[config.mk]
export PLATFORM = sky130hd
export DESIGN_NAME = pc_gen
export DESIGN_NICKNAME = d
export VERILOG_FILES = /design/src/rtl/pc_gen.sv
export SDC_FILE = /design/constraint.sdc
export NUM_CORES = 1
export LEC_CHECK = 0
export CORE_UTILIZATION = 51
export DETAILED_ROUTE_END_ITERATION = 8
export GPL_TIMING_DRIVEN = 0
export PLACE_DENSITY = 0.8
export SYNTH_ARGS = -nofsm -noshare
export SYNTH_HDL_FRONTEND = slang
export SYNTH_SLANG_ARGS = --single-unit
[constraint.sdc]
create_clock -name clk -period 4.4 [get_ports clk]
set_input_delay 0.44 -clock clk [delete_from_list [all_inputs] [get_ports clk]]
set_output_delay 0.44 -clock clk [all_outputs]
set_load 0.01 [all_outputs]
[src/rtl/pc_gen.sv]
// Purpose: fetch PC generator with prioritised redirects, decode prediction and a return-address stack.
// Latency: next PC is registered; a selection made in cycle N is presented on fetch_pc in cycle N+1.
// Backpressure: fetch_ready low holds the PC; only redir_valid redirects and ras_flush act while stalled.
module pc_gen #(
    parameter int                 XLEN         = 32,
    parameter logic [XLEN-1:0]    RESET_VECTOR = '0,
    parameter int                 FETCH_BYTES  = 4,
    parameter int                 NUM_REDIR    = 2,
    parameter int                 RAS_DEPTH    = 4,
    parameter int                 EPOCH_W      = 3
) (
    input  logic                      clk,
    input  logic                      rst_n,
    output logic                      fetch_valid,
    input  logic                      fetch_ready,
    output logic [XLEN-1:0]           fetch_pc,
    output logic [EPOCH_W-1:0]        fetch_epoch,
    output logic                      fetch_misaligned,
    input  logic [NUM_REDIR-1:0]      redir_valid,
    input  logic [NUM_REDIR*XLEN-1:0] redir_pc,
    input  logic                      pred_valid,
    input  logic [XLEN-1:0]           pred_pc,
    input  logic                      ras_push,
    input  logic [XLEN-1:0]           ras_push_addr,
    input  logic                      ras_pop,
    input  logic                      ras_flush,
    output logic                      ras_empty
);

    localparam int PW = $clog2(RAS_DEPTH);
    localparam int CW = $clog2(RAS_DEPTH + 1);

    // Return-address storage carries no reset; count and pointer define which entries are live.
    logic [XLEN-1:0] ras_mem [RAS_DEPTH];
    logic [PW-1:0]   ras_ptr;      // next write slot; top lives at ras_ptr-1
    logic [CW-1:0]   ras_cnt;

    logic            fetch_fire;
    logic            redir_any;
    logic [XLEN-1:0] redir_tgt;
    logic            push_vld;
    logic            pop_vld;
    logic [PW-1:0]   top_idx;
    logic [XLEN-1:0] ras_top;
    logic [PW-1:0]   wr_idx;
    logic [XLEN-1:0] pc_nxt;
    logic [PW-1:0]   ras_ptr_nxt;
    logic [CW-1:0]   ras_cnt_nxt;

    assign fetch_fire       = fetch_valid & fetch_ready;
    assign redir_any        = |redir_valid;
    assign ras_empty        = (ras_cnt == '0);
    assign fetch_misaligned = |fetch_pc[1:0];
    assign top_idx          = ras_ptr - PW'(1);
    assign ras_top          = ras_mem[top_idx];
    // Flush wins over push/pop; a pop on an empty stack is a no-op.
    assign push_vld         = fetch_fire & ras_push & ~ras_flush;
    assign pop_vld          = fetch_fire & ras_pop & ~ras_flush & ~ras_empty;
    // Push+pop together replaces the top in place instead of moving the pointer.
    assign wr_idx           = pop_vld ? top_idx : ras_ptr;

    // Pick the lowest-index asserted redirect target by scanning from the top index down.
    always_comb begin
        redir_tgt = '0;
        for (int i = NUM_REDIR - 1; i >= 0; i--) begin
            if (redir_valid[i]) redir_tgt = redir_pc[i*XLEN +: XLEN];
        end
    end

    // Next-PC selection: redirect, then RAS pop, then prediction, then sequential; hold when stalled.
    always_comb begin
        pc_nxt = fetch_pc;
        if (redir_any) begin
            pc_nxt = redir_tgt;
        end else if (fetch_fire) begin
            if (pop_vld)         pc_nxt = ras_top;
            else if (pred_valid) pc_nxt = pred_pc;
            else                 pc_nxt = fetch_pc + XLEN'(FETCH_BYTES);
        end
    end

    // RAS pointer/count update; a push when full keeps the count and overwrites the oldest slot.
    always_comb begin
        ras_ptr_nxt = ras_ptr;
        ras_cnt_nxt = ras_cnt;
        if (ras_flush) begin
            ras_cnt_nxt = '0;
        end else if (push_vld && !pop_vld) begin
            ras_ptr_nxt = ras_ptr + PW'(1);
            if (ras_cnt != CW'(RAS_DEPTH)) ras_cnt_nxt = ras_cnt + CW'(1);
        end else if (pop_vld && !push_vld) begin
            ras_ptr_nxt = top_idx;
            ras_cnt_nxt = ras_cnt - CW'(1);
        end
    end

    // Architectural state: PC, valid, epoch and RAS bookkeeping.
    always_ff @(posedge clk or negedge rst_n) begin
        if (!rst_n) begin
            fetch_pc    <= RESET_VECTOR;
            fetch_valid <= 1'b0;
            fetch_epoch <= '0;
            ras_ptr     <= '0;
            ras_cnt     <= '0;
        end else begin
            fetch_pc    <= pc_nxt;
            fetch_valid <= 1'b1;
            if (redir_any) fetch_epoch <= fetch_epoch + EPOCH_W'(1);
            ras_ptr     <= ras_ptr_nxt;
            ras_cnt     <= ras_cnt_nxt;
        end
    end

    // RAS entry write.
    always_ff @(posedge clk) begin
        if (push_vld) ras_mem[wr_idx] <= ras_push_addr;
    end

endmodule

-- Word level (Yosys, flattened, before mapping)
Memories as Yosys holds them, arrays and structs flattened.
Index checks and enable logic that the tools add are counted.
- bits in registers: 41
- memory bits (writable): 128
- input port bits: 137
- output and inout port bits: 38
- memories: 1
- add/subtract/negate cells: 6
- equality and inequality tests: 2
- multiplexer cells: 15
- bitwise operators: 8
- reductions and logical operators: 12
- memories (name ; words ; width ; rd ports ; clocked after Yosys merged registers in ; wr ports ; RTL line ; source):
    ras_mem ; 4 ; 32 ; 1 ; 0 ; 1 ; 34 ; logic [XLEN-1:0] ras_mem [RAS_DEPTH];
- operators with widths (cell ; count):
    $mux 32 ; 6
    $add 32x3->32 const B ; 1
    $mux 3 ; 4
    $add 3x1->3 const B ; 2
    $and 1x1->1 ; 6
    $mux 2 ; 3
    $reduce_and 2->1 ; 2
    $reduce_bool 2->1 ; 2
    $reduce_or 2->1 ; 2
    $logic_not 3->1 ; 1
    $ne 3x2->1 const B ; 1
    $ne 3x3->1 const B ; 1
    $reduce_bool 3->1 ; 1
    $sub 3x1->3 const B ; 1
    $add 2x1->2 const B ; 1
    $logic_and 1x1->1 ; 2
    $logic_not 1->1 ; 2
    $mux 1 ; 2
    $not 1->1 ; 2
    $sub 2x1->2 const B ; 1

-- Longest topological paths before layout
- depth in word-level cells: 8
- depth in mapped cells: 10
- gate-level depth less buffers: 10

-- Worst setup path after synthesis
No wires, ideal clock.
- path type: flip-flop to flip-flop
- start: register ras_cnt[2]
- end: memory ras_mem[3][0], enable pin
- arrival: 2966 ps
- data required time: 3968 ps
- slack: 1002 ps
- cell stages (with the launch flop): 7
- clock period less this slack: 3398 ps
- cells stage by stage: dfrtp_1 nor3_2 nor2_1 inv_2 clkbuf_1 nand3_1 a21oi_1
- cells in the longest elaborated chain, start to end: 4
- ends and longest elaborated chain (item ; RTL line ; source):
    from (decl) ; 36 ; logic [CW-1:0] ras_cnt;
    from (signal assigned) ; 110 ; ras_cnt <= ras_cnt_nxt;
    $logic_not 3->1 ; 52 ; assign ras_empty = (ras_cnt == '0);
    net ras_empty ; 27 ; output logic ras_empty
    $not 1->1 ; 58 ; assign pop_vld = fetch_fire & ras_pop & ~ras_flush & ~ras_empty;
    $and 1x1->1 ; 58 ;
    $mux 2 ; 60 ; assign wr_idx = pop_vld ? top_idx : ras_ptr;
    to (decl) ; 34 ;
The timed path passes the listed nets, and every way through them passes these cells.

-- Worst setup path after layout
- start: input port ras_flush
- end: memory ras_mem[2][15], enable pin
- cells in the longest elaborated chain, start to end: 4
- elaborated cells between the ends (all ways): 7
- those cells by class: mux: 3; bitwise: 4
- ends and longest elaborated chain (item ; RTL line ; source):
    from (decl) ; 26 ; input logic ras_flush,
    $not 1->1 (no source line) * ; -- ;
    $and 1x1->1 (on tied branches) ; 58, 57 ;
    $and 1x1->1 or $mux 1 (tied branches) ; 58, 116 ;
    $mux 2 or $mux 1 (tied branches) ; 60, 116 ;
Mark *: on every way between the ends. The rest lies on a longest branch, timed or not.

==> results.toml <==
[run_status]
status = "finished clean"

[cts]
cts-resized-gates = 0
clk_latency_ns = 0.42
cts_tree = "yes"
numCtsBuffers = 17
clkSlewWorstSetupHoldPaths_ns = 0.07
ctsLongestPathBuffers = 2
cts_root_buf = "clkbuf_16"
post_cts_buffers = 0
cts_hold_buf = 0
clock_sinks = 169
h-tree-depth = 4

[route]
wl_per_cell_um = 23.28
num_vias = 6271
ant_nets = 0
totalWireLength_mm = 23.86
drt_iter0_markers = 606
drcViolationCount = 0
firstDrtPassIters = 7
drt-vias-per-instance = 6.118

[yosys]
netlist_area_um2 = 8046
yosysWarnings = 0
muxShareOfSynthArea_pct = 9.858
synth_ff_type = "edfxtp_1"
synth_edf_count = 128
yosys.area_share.simple_pct = 10.79
synth-seq-cells = 169
synth_top_family_by_area = "compound AO/OA/AOI/OAI gates"
syn_inst = 605
synth_adder_area_share_pct = 0.9330
avgSynthCellArea_um2 = 13.30
syn-num-nets = 748
synth_xor_area_share_pct = 3.048
ys_seq_area_share_pct = 60.52
ys_async_sr_fraction_pct = 24.26
ys_types = 59
synth_compound_area_share_pct = 12.16

[layout]
drive_gt1_share_pct = 12.16
syn_to_final_growth_pct = 33.12
final_cell_mix = "clkdlybuf4s50_1, edfxtp_1, nor2_1"
nets = 944
diodes = 0
final_common_cell = "clkdlybuf4s50_1"
fin_area_um2 = 10710

[die]
die_h_um = 127.6
io_pins = 175
die_x_um = 127.6
fp.dieArea_um2 = 16280
core-area_um2 = 15310
start_util_pct = 52.54
num_rows = 45

[power_and_ir_drop]
power.density_nw_per_um2 = 412.6
p_leak_nw = 3.628
vdd_drop_max_uv = 386.3

[sta]
finalSetupViolCount = 0
fin_crit_ns = 2.935
fin_skew_ns = 0.01031
max_clock_freq_mhz = 340.7
fin_hold_ws_ns = 0.008777
drv_slew = 0
grt_setup_unrepaired = "no"
worst_pin_slew_ns = 1.140
setup_slack_ns = 1.465
fin_crit_sh_pct = 66.70
finalHoldViolations = 0
maxSlewHeadroom_pct = 24.02

[setup_path]
crit_path_start_kind = "input pin"
r2r-end = "ras_cnt[2]"
required_ns = 4.45
max_stage_delay_ns = 0.80
worst_setup_path_end_kind = "flip-flop"
crit_fanout = 32
ff2ff_path_depth = 10
path_class = "input pin to flip-flop"
slowest_stage = "and3_2"
crit_family = "simple AND/OR/NAND/NOR gates"
worst_r2r_startpoint = "ras_cnt[2]"
critPathArrivalTime_ns = 2.98
worstPathCellList = "clkdlybuf4s50_1, nand4b_1, nor2_1, clkbuf_1, xnor2_1, and3_2"
rrSetupSlack_ns = 1.48
path_buf_inv = 2

[global_route]
grt_pass1_vias = 6264
grt_max_degree = 33
grt.total_usage_pct = 30.23
grt_overflow_total = 0
antenna_found_initial = 0
grt_pass1_wl_mm = 35.93

[placed_design]
dpl.hpwl_mm = 17.17
place_congestion = 0.9134
io_buffer_count = 173
dp_slack_ns = 1.042
placed_area_um2 = 10170

[hold_path]
hold_path_class = "input pin to async pin"

[job]
maxCapViolCount = 0
[sequential cells by signal, indices dropped and copies added, names as in the netlist]
| register | flops |
|---|---|
| fetch_valid | 1 |
| ras_mem | 128 |
| fetch_pc | 32 |
| fetch_epoch | 3 |
| ras_ptr | 2 |
| ras_cnt | 3 |
[cells in the mapped netlist (2+ instances only)]
| cell type | instances | share of area [%] |
|---|---|---|
| buf_1 | 3 | 0.14 |
| mux2i_1 | 5 | 0.62 |
| ha_1 | 6 | 0.93 |
| nor2b_1 | 2 | 0.16 |
| a31o_2 | 2 | 0.22 |
| a21o_1 | 3 | 0.28 |
| or2_2 | 2 | 0.16 |
| o311a_1 | 2 | 0.25 |
| nand3_1 | 24 | 1.5 |
| nor3_1 | 11 | 0.68 |
| and3_1 | 5 | 0.39 |
| nand4_1 | 8 | 0.62 |
| o211ai_1 | 10 | 0.93 |
| nor3_2 | 6 | 0.75 |
| or3_1 | 4 | 0.31 |
| mux2_2 | 2 | 0.28 |
| o21a_1 | 2 | 0.19 |
| a221oi_1 | 17 | 1.9 |
| a221o_1 | 5 | 0.62 |
| mux4_2 | 32 | 9.0 |
| nor4_1 | 9 | 0.70 |
| edfxtp_1 | 128 | 48 |
| xor2_1 | 9 | 0.98 |
| o2111ai_1 | 2 | 0.22 |
| and4_1 | 2 | 0.22 |
| inv_1 | 13 | 0.61 |
| a21oi_1 | 24 | 1.5 |
| buf_2 | 8 | 0.50 |
| o31a_1 | 7 | 0.76 |
| o21ai_0 | 23 | 1.4 |
| nor2_1 | 49 | 2.3 |
| xnor2_1 | 19 | 2.1 |
| nand2_1 | 39 | 1.8 |
| clkbuf_1 | 24 | 1.1 |
| a22oi_1 | 24 | 2.2 |
| o21ai_1 | 10 | 0.62 |
| dfrtp_1 | 41 | 13 |
| o41ai_1 | 2 | 0.22 |
[power by group]
part / total [W] / switching [W] / internal [W]
Sequential: 0.00190 / 0.0000897 / 0.00181
Combinational: 0.00114 / 0.000560 / 0.000582
Clock: 0.00138 / 0.000642 / 0.000738
Total: 0.00442 / 0.00129 / 0.00313
[worst max-delay path by stage]
stage / start / end / slack, ns / cells after the start
5_1_grt: ras_flush / ras_mem[2][20] / 1.25 / 6
3_3_place_gp: ras_flush / ras_mem[3][16] / -0.85 / 7
6_report: ras_flush / ras_mem[2][15] / 1.47 / 6
4_1_cts: ras_flush / ras_mem[2][15] / 1.50 / 6
3_5_place_dp: ras_flush / ras_mem[2][12] / 1.04 / 6
2_1_floorplan: ras_cnt[2] / ras_mem[3][0] / 1.00 / 6
[metal layers]
metal  part of all wire [%]  vias up  track usage [%]
met4                    2.4        0            10.59
met2                     49      333            49.47
met1                     41     3114            40.26
met3                    7.7       44            6.533
li1                       -     2780                -
met5                      0        -                0
[cell type report]
type / count / area (µm²)
Multi-Input combinational cell: 385 / 2995
Clock buffer: 19 / 432.9
Timing Repair Buffer: 177 / 1829
Tap cell: 211 / 264.0
Inverter: 14 / 52.55
Fill cell: 1082 / 4603
Buffer: 37 / 160.2
Clock inverter: 13 / 107.6
Sequential cell: 169 / 4870
[through the flow]
stage	setup TNS, ns	std cells	total power (W)	util, %
2_1_floorplan	0	605	0.002553	-
3_3_place_gp	-70.99	989	0.003021	65.57
3_5_place_dp	0	993	0.003062	66.41
4_1_cts	0	1025	0.004429	69.94
5_1_grt	0	1025	0.004570	69.94
6_report	0	1025	0.004420	69.94
[worst register-to-register path: stages, from the launching register on]
cell and delay (ns):
dfrtp_1 0.43, nor3_2 0.33, nor2_1 0.15, inv_2 0.18
clkbuf_1 0.51, ha_1 0.39, xnor2_1 0.12, ha_1 0.19
a21oi_1 0.16, xnor2_1 0.10, a211oi_1 0.27
[cells by family after synthesis]
| group | after synthesis |
|---|---|
| other | 1 |
| adders and majority gates | 6 |
| and+or+nand+nor | 170 |
| AOI/OAI and AO/OA | 141 |
| buffers and inverters | 51 |
| xor gates and xnor gates | 28 |
| muxes | 39 |
| DFF | 169 |
Note: power is estimated with default switching activity, not from simulation.
